File: src/rtl/stream_upsizer_if.sv
// Handshake bundle for stream_upsizer: narrow input stream (_s)
// and packed wide output stream (_m) with lane keep and last.
interface stream_upsizer_if #(
    parameter int DATA_W = 8,
    parameter int RATIO  = 4
);
    logic                    valid_s;
    logic [DATA_W-1:0]       data_s;
    logic                    last_s;
    logic                    ready_s;
    logic                    valid_m;
    logic [DATA_W*RATIO-1:0] data_m;
    logic [RATIO-1:0]        keep_m;
    logic                    last_m;
    logic                    ready_m;

    // Upsizer side: consumes the narrow stream, produces wide words.
    modport slave (
        input  valid_s, data_s, last_s, ready_m,
        output ready_s, valid_m, data_m, keep_m, last_m
    );

    // Environment side: feeds narrow beats, sinks wide words.
    modport master (
        output valid_s, data_s, last_s, ready_m,
        input  ready_s, valid_m, data_m, keep_m, last_m
    );
endinterface

File: src/rtl/stream_upsizer.sv
// Packs RATIO narrow valid/ready beats into one wide word, little-endian.
// A last beat flushes a partial word; keep_m marks the filled lanes.
module stream_upsizer #(
    parameter int DATA_W = 8,
    parameter int RATIO  = 4
) (
    input  logic              clk,
    input  logic              rst_n,
    stream_upsizer_if.slave   bus
);
    localparam int CW = $clog2(RATIO);
    localparam int WW = DATA_W * RATIO;

    if (RATIO < 2 || RATIO > 16) begin : g_bad_ratio
        $error("stream_upsizer: RATIO must be in 2..16");
    end

    logic [CW-1:0]    cnt_q, cnt_d;
    logic [WW-1:0]    acc_q, acc_d;
    logic [RATIO-1:0] kacc_q, kacc_d;
    logic [WW-1:0]    data_q, data_d;
    logic [RATIO-1:0] keep_q, keep_d;
    logic             last_q, last_d;
    logic             valid_q, valid_d;

    logic             ready;
    logic             take;
    logic             done;
    logic [WW-1:0]    merged;
    logic [RATIO-1:0] kmerged;

    // Handshake, lane merge of the incoming beat and next-state selection.
    always_comb begin
        ready   = !valid_q || bus.ready_m;
        take    = bus.valid_s && ready;
        done    = (cnt_q == CW'(RATIO - 1)) || bus.last_s;

        merged  = acc_q;
        merged[cnt_q*DATA_W +: DATA_W] = bus.data_s;
        kmerged = kacc_q | (RATIO'(1) << cnt_q);

        cnt_d   = cnt_q;
        acc_d   = acc_q;
        kacc_d  = kacc_q;
        data_d  = data_q;
        keep_d  = keep_q;
        last_d  = last_q;
        valid_d = valid_q && !bus.ready_m;

        if (take) begin
            if (done) begin
                // Lanes above cnt are still zero in the accumulator.
                data_d  = merged;
                keep_d  = kmerged;
                last_d  = bus.last_s;
                valid_d = 1'b1;
                acc_d   = '0;
                kacc_d  = '0;
                cnt_d   = '0;
            end else begin
                acc_d   = merged;
                kacc_d  = kmerged;
                cnt_d   = cnt_q + CW'(1);
            end
        end
    end

    // Accumulator, slot counter and output word registers.
    always_ff @(posedge clk or negedge rst_n) begin
        if (!rst_n) begin
            cnt_q   <= '0;
            acc_q   <= '0;
            kacc_q  <= '0;
            data_q  <= '0;
            keep_q  <= '0;
            last_q  <= 1'b0;
            valid_q <= 1'b0;
        end else begin
            cnt_q   <= cnt_d;
            acc_q   <= acc_d;
            kacc_q  <= kacc_d;
            data_q  <= data_d;
            keep_q  <= keep_d;
            last_q  <= last_d;
            valid_q <= valid_d;
        end
    end

    assign bus.ready_s = ready;
    assign bus.valid_m = valid_q;
    assign bus.data_m  = data_q;
    assign bus.keep_m  = keep_q;
    assign bus.last_m  = last_q;
endmodule
File: src/flat_wrapper.sv
// flat-port wrapper written by rule: the top's interface ports become plain ports
module stream_upsizer_flat 
#(
    parameter int DATA_W = 8,
    parameter int RATIO  = 4
)
  (clk, rst_n, bus_valid_s, bus_data_s, bus_last_s, bus_ready_m, bus_ready_s, bus_valid_m, bus_data_m, bus_keep_m, bus_last_m);
  stream_upsizer_if #(.DATA_W(DATA_W), .RATIO(RATIO)) bus_i ();
  input  logic clk;
  input  logic rst_n;
  input wire logic [$bits(bus_i.valid_s)-1:0] bus_valid_s;
  input wire logic [$bits(bus_i.data_s)-1:0] bus_data_s;
  input wire logic [$bits(bus_i.last_s)-1:0] bus_last_s;
  input wire logic [$bits(bus_i.ready_m)-1:0] bus_ready_m;
  output wire logic [$bits(bus_i.ready_s)-1:0] bus_ready_s;
  output wire logic [$bits(bus_i.valid_m)-1:0] bus_valid_m;
  output wire logic [$bits(bus_i.data_m)-1:0] bus_data_m;
  output wire logic [$bits(bus_i.keep_m)-1:0] bus_keep_m;
  output wire logic [$bits(bus_i.last_m)-1:0] bus_last_m;
  assign bus_i.valid_s = bus_valid_s;
  assign bus_i.data_s = bus_data_s;
  assign bus_i.last_s = bus_last_s;
  assign bus_i.ready_m = bus_ready_m;
  assign bus_ready_s = bus_i.ready_s;
  assign bus_valid_m = bus_i.valid_m;
  assign bus_data_m = bus_i.data_m;
  assign bus_keep_m = bus_i.keep_m;
  assign bus_last_m = bus_i.last_m;
  stream_upsizer #(.DATA_W(DATA_W), .RATIO(RATIO)) u_core (.clk(clk), .rst_n(rst_n), .bus(bus_i));
endmodule
File: config.mk
export PLATFORM = sky130hd
export DESIGN_NAME = stream_upsizer_flat
export DESIGN_NICKNAME = d
export VERILOG_FILES = /design/src/rtl/stream_upsizer_if.sv /design/src/rtl/stream_upsizer.sv /design/src/flat_wrapper.sv
export SDC_FILE = /design/constraint.sdc
export NUM_CORES = 1
export LEC_CHECK = 0
export ABC_AREA = 0
export CAP_MARGIN = 5
export CORE_MARGIN = 5
export CORE_UTILIZATION = 49
export DETAILED_ROUTE_END_ITERATION = 10
export PLACE_DENSITY = 0.76
export SYNTH_ARGS = -nofsm -noshare
export SYNTH_HDL_FRONTEND = slang
export SYNTH_SLANG_ARGS = --single-unit
File: constraint.sdc
create_clock -name clk -period 2.1 [get_ports clk]
set_input_delay 0.63 -clock clk [delete_from_list [all_inputs] [get_ports clk]]
set_output_delay 0.63 -clock clk [all_outputs]
set_load 0.01 [all_outputs]
---- Word level (Yosys, flattened, before mapping) ----
Index checks and enable logic that the tools add are counted.
W data, S select, Z words.
word-level totals
  input bits .............................. 13
  bits in registers ....................... 76
  word-level logic and storage cells ...... 27
  output and inout port bits .............. 39
operators by class
  shift-type cells ........................ 3
  multiplexer cells ....................... 6
  bitwise gates (word level) .............. 1
  reductions and logical operators ........ 7
  add/subtract/negate cells ............... 2
  equal/unequal tests ..................... 1
operators by type and width
  cell                       number
  $neg A5 Y34                1
  $shift A8 B34 Y32 const A  1
  $shiftx A8 B34 Y32         1
  $bwmux W32                 1
  $mux W32                   1
  $mux W4                    1
  $or A4 B4 Y4               1
  $shl A1 B2 Y4 const A      1
  $add A2 B1 Y2 const B      1
  $eq A2 B2 Y1 const B       1
  $logic_and A1 B1 Y1        2
  $logic_not A1 Y1           2
  $logic_or A1 B1 Y1         2
  $mux W1                    2
  $mux W2                    1
  $reduce_and A2 Y1          1

---- Longest topological paths before layout ----
  depth in word-level cells ............... 4
  mapped depth ............................ 9
  depth with buffers taken out ............ 5

---- Worst setup path after synthesis ----
No wires, ideal clock.
  path type ............................... reg2reg
  start ................................... reg u_core.cnt_q[0]
  end ..................................... reg u_core.acc_q[5]
  setup slack ............................. 14 ps
  setup time .............................. 121 ps
  arrival time ............................ 1965 ps
  cell stages (with the launch flop) ...... 10
  required time ........................... 1979 ps
  buffers on the path ..................... 4
  period minus slack after synthesis ...... 2086 ps
  cell sequence ........................... dfrtp_1 -> buf_4 -> inv_1 -> buf_2 -> ha_1 -> and4bb_1 -> buf_6 -> and4_4 -> buf_6 -> a22o_2
on the way
  word-level cells in the longest chain between the ends .. 4
  elaborated cells between the ends (all ways) .. 7
  classes of those cells .................. 1 x add/sub; 1 x eq/ne; 2 x shift; 2 x mux; 1 x reduce/logical
ends and longest elaborated chain
  what                                                            RTL line              text
  start: declaration                                              stream_upsizer.sv:18  logic [CW-1:0] cnt_q, cnt_d;
  start signal: assignment                                        stream_upsizer.sv:79  cnt_q <= cnt_d;
  $neg A5 Y34                                                     stream_upsizer.sv:39  merged[cnt_q*DATA_W +: DATA_W] = bus.data_s;
  $shiftx A8 B34 Y32 / $shift A8 B34 Y32 (equally long branches)  stream_upsizer.sv:39
  $bwmux W32                                                      stream_upsizer.sv:39
  $mux W32 *                                                      stream_upsizer.sv:51  if (done) begin
  end signal: assignment                                          stream_upsizer.sv:72  acc_q <= '0;
  end signal: assignment                                          stream_upsizer.sv:80  acc_q <= acc_d;
  end: declaration                                                stream_upsizer.sv:19  logic [WW-1:0] acc_q, acc_d;
Mark *: on every way between the ends. The rest lies on a longest branch, timed or not.
A chain may end at the register's enable or synchronous reset.

---- Worst setup path in the final report ----
  start ................................... in bus_ready_m
  end ..................................... out bus_ready_s
on the way
  word-level cells in the longest chain between the ends .. 1
ends and longest elaborated chain
  what                RTL line              text
  start: declaration  flat_wrapper.sv:14    input wire logic [$bits(bus_i.ready_m)-1:0] bus_ready_m;
  $logic_or A1 B1 Y1  stream_upsizer.sv:34  ready = !valid_q || bus.ready_m;
  end: declaration    flat_wrapper.sv:15    output wire logic [$bits(bus_i.ready_s)-1:0] bus_ready_s;
Every way passes these cells.

==> results.json <==
{
  "maxCapViolCount": 0,
  "synth_top_cells_by_count": "dfrtp_1 (76), a31oi_1 (52), a21oi_1 (32)",
  "yosysMostFrequentCell": "dfrtp_1",
  "drcViolationCount": 0,
  "seq_area_frac_synth_pct": 52.3,
  "io_pins": 52,
  "synthFlopType": "dfrtp_1",
  "status": "finished, final reports clean",
  "portBuffers": 51,
  "clk_latency_ps": 360,
  "endpoint_kind": "output port",
  "die_w_um": 96.2,
  "hold_viol": 0,
  "synthToLayoutAreaGrowth_pct": 23.4,
  "dieArea_um2": 9250,
  "netSwitchingPower_mw": 1.37,
  "ys_types": 39,
  "grt_use_total_pct": 21.9,
  "hp-class": "in -> async",
  "hold_ws_ps": 225,
  "finalCriticalPeriod_ps": 2050,
  "netlist.area_leader.share_pct": 52.3,
  "place.gp.congestion": 0.872,
  "rsz0062_at_grt": "false",
  "r2r-end": "u_core.bus.data_m[18]",
  "synth_area_um2": 3640,
  "ys_seq_elements": 76,
  "fin_cells": 485,
  "reg2reg_slack_ps": 180,
  "cts_buffers": 9,
  "finalMaxSlewViolations": 0,
  "avgSynthCellArea_um2": 11.1,
  "core_area_um2": 7250,
  "drive_gt1_share_pct": 16.3,
  "place_hpwl_mm": 6.49,
  "dp.cells": 469,
  "first_pass_iters": 5,
  "antennaDiodeCount": 0,
  "p_sw_share_pct": 32.0,
  "setup_viol_count_final": 0,
  "ctsRootBufferMaster": "clkbuf_8",
  "grt_antenna_before_repair": 0,
  "drt-wirelength-per-cell_um": 19.4,
  "drtIter0Drc": 241,
  "crit_path_start_kind": "input port",
  "synth-async-reset-ratio_pct": 100,
  "p_comb_share_pct": 32.4,
  "start_util_pct": 50.2,
  "grt_pass1_wl_mm": 15.3,
  "clockBufferDepth": 2,
  "worst_slew_pin_slew_ps": 502,
  "design_area_um2": 4490,
  "synth_top_area_cell": "dfrtp_1",
  "crit_fanout": 2,
  "h-tree-depth": 3,
  "fin_ws_ps": 53.2,
  "reg2reg_from": "u_core.cnt_q[0]",
  "grt_pass1_vias": 2925,
  "path_class": "in -> out",
  "vias_per_cell": 6.33,
  "cts_setup_buffers": 0,
  "r2r_cells": 6,
  "syn_inst": 328,
  "cp_data_arrival_time_ps": 1420,
  "dp_worst_setup_slack_ps": -377,
  "use_met3_pct": 6.18,
  "worstPathRequired_ps": 1470,
  "fin_crit_sh_pct": 97.5,
  "p_int_mw": 2.91,
  "row_count": 31,
  "clkSinkCount": 76,
  "dpl_cell_area_um2": 4310,
  "yosysWarnings": 0,
  "routed_wirelength_mm": 9.41,
  "fmax_mhz": 489,
  "grt_busiest_layer": "met2",
  "syn_nets": 349,
  "p_leak_nw": 1.84,
  "p_total_mw": 4.28,
  "layout.nets": 402,
  "vias": 3070,
  "final_antenna_net_count": 0,
  "ir_worst_vdd_v": 0.000369,
  "synthTopCellsByArea": "dfrtp_1 (52%), a31oi_1 (8.9%), a21oi_1 (4.4%), a32o_1 (3.6%), nand4_1 (3.4%)",
  "slew_headroom_pct": 66.5,
  "clock_skew_ps": 14.2,
  "path_clk_slew_ps": 90,
  "synth_edf_count": 0,
  "overflow": 0,
  "pwr-share-seq_pct": 42.5,
  "use_met1_pct": 31.3,
  "clkPwrFrac_pct": 25.1,
  "cts_tree": "done",
  "final_core_util_pct": 61.9,
  "p_per_area_nw_per_um2": 953,
  "die_h_um": 96.2,
  "finalSetupTns_ps": 0,
  "use_met2_pct": 31.9,
  "grt_max_degree": 56
}
[how the worst max path moves through the flow]
stage,startpoint,end
floorplan,u_core.cnt_q[0],u_core.acc_q[5]
global placement,bus_ready_m,u_core.acc_q[3]
detailed placement,bus_ready_m,u_core.acc_q[5]
CTS,bus_ready_m,bus_ready_s
global route,bus_ready_m,bus_ready_s
finish,bus_ready_m,bus_ready_s
[flip-flops by register name, indices dropped and copies added, names as in the netlist]
register,flops
u_core.bus.keep_m,4
u_core.bus.valid_m,1
u_core.kacc_q,4
u_core.bus.last_m,1
u_core.acc_q,32
u_core.cnt_q,2
u_core.bus.data_m,32
[routing by layer]
layer	part of all wire, %	vias to the layer above
met5	0	-
met4	2.0	0
met3	8.2	18
met2	45	158
met1	45	1518
li1	-	1376
[placed cells by master, fill, tap and decap left out, types with 2 or more instances in the layout]
| master | instances |
|---|---|
| clkinv_2 | 3 |
| buf_4 | 22 |
| dfrtp_1 | 76 |
| inv_1 | 6 |
| a31oi_1 | 52 |
| buf_12 | 4 |
| clkbuf_8 | 9 |
| nand2b_1 | 14 |
| a22o_2 | 8 |
| clkbuf_1 | 2 |
| buf_2 | 3 |
| nand2_1 | 2 |
| a32oi_1 | 6 |
| nor2b_1 | 9 |
| a21oi_1 | 32 |
| nor2_1 | 8 |
| clkdlybuf4s50_1 | 48 |
| ha_1 | 8 |
| nand4_1 | 20 |
| nand3_1 | 3 |
| a22oi_1 | 2 |
| o211ai_2 | 4 |
| o2bb2ai_1 | 12 |
| a32o_1 | 13 |
[what timing repair did]
item,CTS,global route
hold buffers,0,0
endpoints found under the setup margin,9,0
gates resized for setup,5,0
[critical path: stages]
cell and delay [ps]:
clkdlybuf4s50_1 420, nor2b_2 140, inv_1 70, buf_2 150
[power by group through the flow]
stage / Combinational, mW / Sequential (mW) / Clock [mW]
2_1_floorplan: 0.634 / 1.92 / 0
6_report: 1.39 / 1.82 / 1.08
3_3_place_gp: 1.36 / 1.84 / 0
5_1_grt: 1.51 / 1.84 / 1.17
3_5_place_dp: 1.38 / 1.84 / 0
4_1_cts: 1.39 / 1.82 / 1.09
[final cells by class]
class	instances	area [um2]
timing repair buffer	78	752
inverter	6	22.5
clock buffer	11	131
fill	581	2760
sequential	76	1900
tap	99	124
clock inverter	5	52.6
multi-input combinational	210	1510
[cell families after synthesis]
family	after synthesis	synth area share, %
flops	76	52.3
buf+inv	42	6.43
fa+ha+maj	8	2.75
simple gates	70	12.5
compound gates	131	25.7
mux	1	0.309
(Power assumes the default switching activity.)
